[src/rtl/mod_p_reducer_pkg.sv]
// Shared field constants and types for the field-multiply path.
// REDUCE_RADIX4_EN selects two reduction bits per cycle instead of one.
package elliptic_curve_structs;

    localparam int P_WIDTH = 377;

    typedef struct packed {
        logic [P_WIDTH-1:0] p;
    } params_t;

    // BLS12-377 base field modulus
    localparam params_t params = '{
        p: 377'h1ae3a4617c510eac63b05c06ca1493b1a22d9f300f5138f1ef3622fba094800170b5d44300000008508c00000000001
    };

    typedef logic [P_WIDTH-1:0]   fe_t;
    typedef logic [2*P_WIDTH-1:0] prod_t;

`ifdef REDUCE_RADIX4_EN
    localparam int RED_STEP = 2;
`else
    localparam int RED_STEP = 1;
`endif

    localparam logic [1:0] ST_IDLE = 2'd0;
    localparam logic [1:0] ST_RUN  = 2'd1;
    localparam logic [1:0] ST_DONE = 2'd2;

endpackage

[src/rtl/mod_p_reducer_if.sv]
// Product-in / residue-out handshake bundle for mod_p_reducer.
interface mod_p_reducer_if import elliptic_curve_structs::*; #(
    parameter int WIDTH = P_WIDTH
);
    // A transfer on either side happens on a rising clk edge where valid && ready;
    // the source holds its data and valid until that edge, ready may not depend on valid.
    logic [2*WIDTH-1:0] ab;
    logic               in_valid;
    logic               in_ready;
    logic [WIDTH-1:0]   r;
    logic               out_valid;
    logic               out_ready;

    modport master (
        output ab, in_valid, out_ready,
        input  in_ready, r, out_valid
    );

    modport slave (
        input  ab, in_valid, out_ready,
        output in_ready, r, out_valid
    );
endinterface

[src/rtl/mod_p_reducer_sub.sv]
// Combinational conditional subtract: folds t back below P.
// Under REDUCE_RADIX4_EN t < 4P, so the largest of 3P/2P/P not above t is removed.
module mod_sub_step import elliptic_curve_structs::*; #(
    parameter int               WIDTH = P_WIDTH,
    parameter logic [WIDTH-1:0] P     = params.p
) (
    input  logic [WIDTH+RED_STEP-1:0] t,
    output logic [WIDTH-1:0]          res
);
    localparam logic [WIDTH+RED_STEP-1:0] P1 = {{RED_STEP{1'b0}}, P};

    // The result is below P, so subtracting only the low WIDTH bits is exact.
`ifdef REDUCE_RADIX4_EN
    localparam logic [WIDTH+RED_STEP-1:0] P2 = P1 << 1;
    localparam logic [WIDTH+RED_STEP-1:0] P3 = P1 + P2;

    always_comb begin
        res = t[WIDTH-1:0];
        if (t >= P3)      res = t[WIDTH-1:0] - P3[WIDTH-1:0];
        else if (t >= P2) res = t[WIDTH-1:0] - P2[WIDTH-1:0];
        else if (t >= P1) res = t[WIDTH-1:0] - P;
    end
`else
    always_comb begin
        res = t[WIDTH-1:0];
        if (t >= P1) res = t[WIDTH-1:0] - P;
    end
`endif
endmodule

[src/rtl/mod_p_reducer.sv]
// Interleaved MSB-first reduction of a 2*WIDTH-bit product modulo P.
// REDUCE_RADIX4_EN consumes two product bits per cycle (half the latency).
module mod_p_reducer import elliptic_curve_structs::*; #(
    parameter int               WIDTH = P_WIDTH,
    parameter logic [WIDTH-1:0] P     = params.p
) (
    input  logic          clk,
    input  logic          reset,
    mod_p_reducer_if.slave bus,
    output logic [1:0]    dbg_state
);
    localparam int             PW        = 2 * WIDTH;
    localparam int             CW        = $clog2(PW);
    localparam logic [CW-1:0]  CNT_START = CW'(PW / RED_STEP - 1);

    logic [1:0]              state;
    logic [PW-1:0]           shreg;
    logic [WIDTH-1:0]        acc;
    logic [WIDTH-1:0]        acc_next;
    logic [CW-1:0]           cnt;
    logic [WIDTH+RED_STEP-1:0] t;

    // acc < P holds between steps, so t stays below 2**RED_STEP * P.
    assign t = {acc, shreg[PW-1 -: RED_STEP]};

    mod_sub_step #(.WIDTH(WIDTH), .P(P)) u_step (
        .t   (t),
        .res (acc_next)
    );

    always_ff @(posedge clk) begin
        if (!reset) begin
            state <= ST_IDLE;
            shreg <= '0;
            acc   <= '0;
            cnt   <= '0;
        end else begin
            case (state)
                ST_IDLE: begin
                    if (bus.in_valid) begin
                        shreg <= bus.ab;
                        acc   <= '0;
                        cnt   <= CNT_START;
                        state <= ST_RUN;
                    end
                end
                ST_RUN: begin
                    acc   <= acc_next;
                    shreg <= shreg << RED_STEP;
                    cnt   <= cnt - 1'b1;
                    if (cnt == '0) state <= ST_DONE;
                end
                ST_DONE: begin
                    if (bus.out_ready) state <= ST_IDLE;
                end
                default: state <= ST_IDLE;
            endcase
        end
    end

    assign bus.in_ready  = (state == ST_IDLE);
    assign bus.out_valid = (state == ST_DONE);
    // Partial accumulator values are never exposed on r.
    assign bus.r         = (state == ST_DONE) ? acc : '0;
    assign dbg_state     = state;

endmodule

[src/flat_wrapper.sv]
// flat-port wrapper written by rule: the top's interface ports become plain ports
module mod_p_reducer_flat import elliptic_curve_structs::*;
#(
    parameter int               WIDTH = P_WIDTH,
    parameter logic [WIDTH-1:0] P     = params.p
)
  (clk, reset, dbg_state, bus_ab, bus_in_valid, bus_out_ready, bus_in_ready, bus_r, bus_out_valid);
  mod_p_reducer_if #(.WIDTH(WIDTH)) bus_i ();
  input  logic clk;
  input  logic reset;
  output logic [1:0] dbg_state;
  input wire logic [$bits(bus_i.ab)-1:0] bus_ab;
  input wire logic [$bits(bus_i.in_valid)-1:0] bus_in_valid;
  input wire logic [$bits(bus_i.out_ready)-1:0] bus_out_ready;
  output wire logic [$bits(bus_i.in_ready)-1:0] bus_in_ready;
  output wire logic [$bits(bus_i.r)-1:0] bus_r;
  output wire logic [$bits(bus_i.out_valid)-1:0] bus_out_valid;
  assign bus_i.ab = bus_ab;
  assign bus_i.in_valid = bus_in_valid;
  assign bus_i.out_ready = bus_out_ready;
  assign bus_in_ready = bus_i.in_ready;
  assign bus_r = bus_i.r;
  assign bus_out_valid = bus_i.out_valid;
  mod_p_reducer #(.WIDTH(WIDTH), .P(P)) u_core (.clk(clk), .reset(reset), .bus(bus_i), .dbg_state(dbg_state));
endmodule
[config.mk]
export PLATFORM = sky130hd
export DESIGN_NAME = mod_p_reducer_flat
export DESIGN_NICKNAME = d
export VERILOG_FILES = /design/src/rtl/mod_p_reducer_pkg.sv /design/src/rtl/mod_p_reducer_if.sv /design/src/rtl/mod_p_reducer_sub.sv /design/src/rtl/mod_p_reducer.sv /design/src/flat_wrapper.sv
export SDC_FILE = /design/constraint.sdc
export NUM_CORES = 2
export LEC_CHECK = 0
export CORE_AREA = 4 4 444 446
export DETAILED_ROUTE_END_ITERATION = 10
export DIE_AREA = 0 0 448 450
export SYNTH_ARGS = -nofsm -noshare
export SYNTH_HDL_FRONTEND = slang
export SYNTH_SLANG_ARGS = --single-unit
[constraint.sdc]
create_clock -name clk -period 3.7 [get_ports clk]
set_clock_uncertainty 0.15 [all_clocks]
set_input_delay 0.925 -clock clk [delete_from_list [all_inputs] [get_ports clk]]
set_output_delay 0.925 -clock clk [all_outputs]
set_load 0.05 [all_outputs]
==> flow_summary.toml <==
[floorplanning]
die_area_mm2 = 0.2016
chipWidth_um = 448
dieHeight_um = 450
start_util_pct = 37.22
pin_count = 1139
rows = 161
core_area_mm2 = 0.1926

[layout]
fillers = 17430
syn_to_final_growth_pct = 57.75
drive_gt1_share_pct = 34.07
multiInputGateArea_mm2 = 0.05031
fin_area_mm2 = 0.1131
postLayoutCoreUtil_pct = 58.71
fin_nets = 12490
seq_area_mm2 = 0.02293

[sta]
max_freq_mhz = 221.2
slew_viol_final = 0
hold_violations = 0
tightestPinTransition_ns = 1.149
rsz0062_at_grt = "true"
finalCritPeriodShare_pct = 122.2
fin_tns_setup_ns = -218.35
fin_ws_ns = -0.8218
min_period_ns = 4.522
setup_violations = 582
slew_headroom_pct = 23.42

[yosys]
synth_area_leaders = "dfxtp_1 (32%), o221a_2 (11%), nor2b_1 (6.6%), a21oi_1 (6.5%), nor2_1 (5.8%)"
postSynthNetCount = 10260
netlist_instances = 9499
synth_edf_count = 0
synthDistinctLibCells = 115
synth_most_common_cell = "dfxtp_1"
synth_top_area_share_pct = 31.93
synth_top_area_cell = "dfxtp_1"
synthTopCellsByCount = "dfxtp_1 (1143), nor2_1 (1117), a21oi_1 (931)"
yosysWarnings = 0
avgSynthCellArea_um2 = 7.545
async_flop_share_pct = 0
ys_ff_latch = 1143
ys.flop_type = "dfxtp_1"
ys_seq_area_share_pct = 31.93
syn_area_mm2 = 0.07167

[power]
p_clk_share_pct = 42.3
power_switching_w = 0.009323
power_w = 0.03357
comb_power_share_pct = 16.3
p_leak_nw = 45.01
pwr_density_cell_mw_per_mm2 = 296.9
ir_worst_vdd_mv = 0.3695
switching_share_pct = 27.77
seqPwrFrac_pct = 41.4
power.internal_w = 0.02424

[setup_path]
worst_setup_path_end_kind = "flop"
crit_type = "reg -> reg"
worst_setup_path_start_kind = "flop"
required_ns = 4.29
worstSetupStartpoint = "u_core.acc[56]$_SDFFE_PN0P_"
crit_fanout = 5
regToRegStartpoint = "u_core.acc[56]$_SDFFE_PN0P_"
crit_arrival_ns = 5.11

[clock_network]
cts_root_buf = "clkbuf_16"
cts_made_buffers = 140
clk_latency_ns = 0.81
clkSinkCount = 1143
htree_levels = 4
cts_buffer_depth = 3
cts_tree = "built"
hold_buffers = 0
path_clk_slew_ns = 0.06

[placed_design]
gp_congestion = 1.047
placed_area_mm2 = 0.09984
dp_hpwl_um = 288000
io_buffers = 1138
dpl_worst_slack_ns = -1.634

[detailed_routing]
num_vias = 83960
drt_iter0_markers = 8829
final_antenna_net_count = 0
viasPerCell = 5.830
first_pass_iters = 8
routed_wl_um = 386900
routedWlPerCell_um = 26.87
drc = 0

[status]
violations = "negative setup slack"
outcome = "complete, but fails checks"

[grt]
grt_max_degree = 273
grt-ovfl-total = 0
antenna_found_initial = 63
grt_pass1_vias = 79830
grt_use_total_pct = 35.86
grt_pass1_wl_um = 550100

[flow_run]
maxCapViolCount = 0

[min_path]
worstHoldStart = "u_core.acc[302]$_SDFFE_PN0P_"
hp-class = "reg -> reg"
## per-layer routing
metal | track usage (%) | vias to the layer above | share of wire (%)
met5 | 0 | - | 0.057
met4 | 19.15 | 34 | 6.2
met3 | 6.799 | 842 | 7.5
met2 | 57.00 | 3637 | 46
met1 | 45.87 | 41020 | 41
li1 | - | 38430 | -
## repair_timing
item                       in CTS  in global routing
buffers inserted               98                144
resized for setup             659               1021
setup endpoints to repair     601                644
cloned                         26                  2
pin swaps                     248                413
## state kept, by name, indices dropped and copies added, names as in the netlist
register and cells:
u_core.cnt 10, u_core.acc 377, u_core.dbg_state 2, u_core.shreg 754
## final cells by class
class                      count  share of cell area, %
clock buffer                 207                  3.633
inverter                      54                 0.1793
antenna                       42                0.09296
multi-input combinational   7337                  44.50
clock inverter                40                 0.5057
tap                         2526                  2.795
timing repair buffer        3053                  28.02
sequential                  1143                  20.28
## placed cells by master (no fill, tap or decap), drive strengths merged, types with 58 or more instances in the layout
| master | synthesis | routed |
|---|---|---|
| o221a | 722 | 722 |
| nor4 | 130 | 130 |
| nor2b | 759 | 759 |
| nor3 | 182 | 182 |
| a21oi | 932 | 932 |
| nand4 | 96 | 96 |
| nand3 | 217 | 217 |
| dfxtp | 1143 | 1143 |
| o21ai | 577 | 577 |
| nor2 | 1119 | 1119 |
| xor2 | 175 | 175 |
| clkdlybuf4s50 | 0 | 758 |
| or3 | 68 | 68 |
| clkbuf | 872 | 209 |
| xnor2 | 188 | 188 |
| and3 | 71 | 71 |
| nand2 | 861 | 861 |
| buf | 94 | 2293 |
| inv | 54 | 58 |
| and2 | 434 | 434 |
## path summary, 6_finish.rpt
path	cells after the start	slack (ns)	to
worst min register to register	2	0.32	u_core.acc[302]$_SDFFE_PN0P_
worst max register to register	16	-0.82	u_core.acc[319]$_SDFFE_PN0P_
worst max-delay path	16	-0.82	u_core.acc[319]$_SDFFE_PN0P_
worst min-delay path	2	0.32	u_core.acc[302]$_SDFFE_PN0P_
## power groups by stage
stage          combinational (W)  clock, W  sequential [W]
2_1_floorplan            0.00355         0          0.0140
3_3_place_gp             0.00528         0          0.0141
3_5_place_dp             0.00535         0          0.0141
4_1_cts                  0.00542    0.0144          0.0139
5_1_grt                  0.00596    0.0149          0.0140
6_report                 0.00548    0.0142          0.0139
## worst max-delay path: stages (launching register included)
cell,delay (ns)
dfxtp_2,0.32
or4bb_4,0.55
buf_6,0.16
o211ai_1,0.29
a211oi_2,0.14
a21oi_2,0.30
buf_4,0.20
o311ai_4,0.13
a21boi_4,0.25
a31oi_4,0.15
or4_4,0.58
o21ai_4,0.18
a31oi_4,0.14
o21ai_4,0.23
nand4_1,0.18
or3_1,0.40
nand4_1,0.08
## kinds of logic (layout without fill, tap and decap cells)
family | Yosys count | in the layout | synth area share [%]
multiplexers | 2 | 2 | 0.02793
flip-flops | 1143 | 1143 | 31.93
AO/OA/AOI/OAI | 2759 | 2760 | 27.96
buffers and inverters | 1020 | 3354 | 5.522
XOR/XNOR | 363 | 363 | 4.436
adder cells (fa/ha/maj) | 3 | 3 | 0.05238
other | 0 | 42 | 0
AND/OR/NAND/NOR | 4209 | 4209 | 30.07
## per-stage QoR
step	hold slack (ns)	std cells
final	0.3248	14400
after global routing	0.3285	14390
after CTS	0.3226	14270
after detailed placement	0.3347	13910
after global placement	0.3283	13910
after floorplan	0.3050	9499
Note: power is estimated with default switching activity, not from simulation.
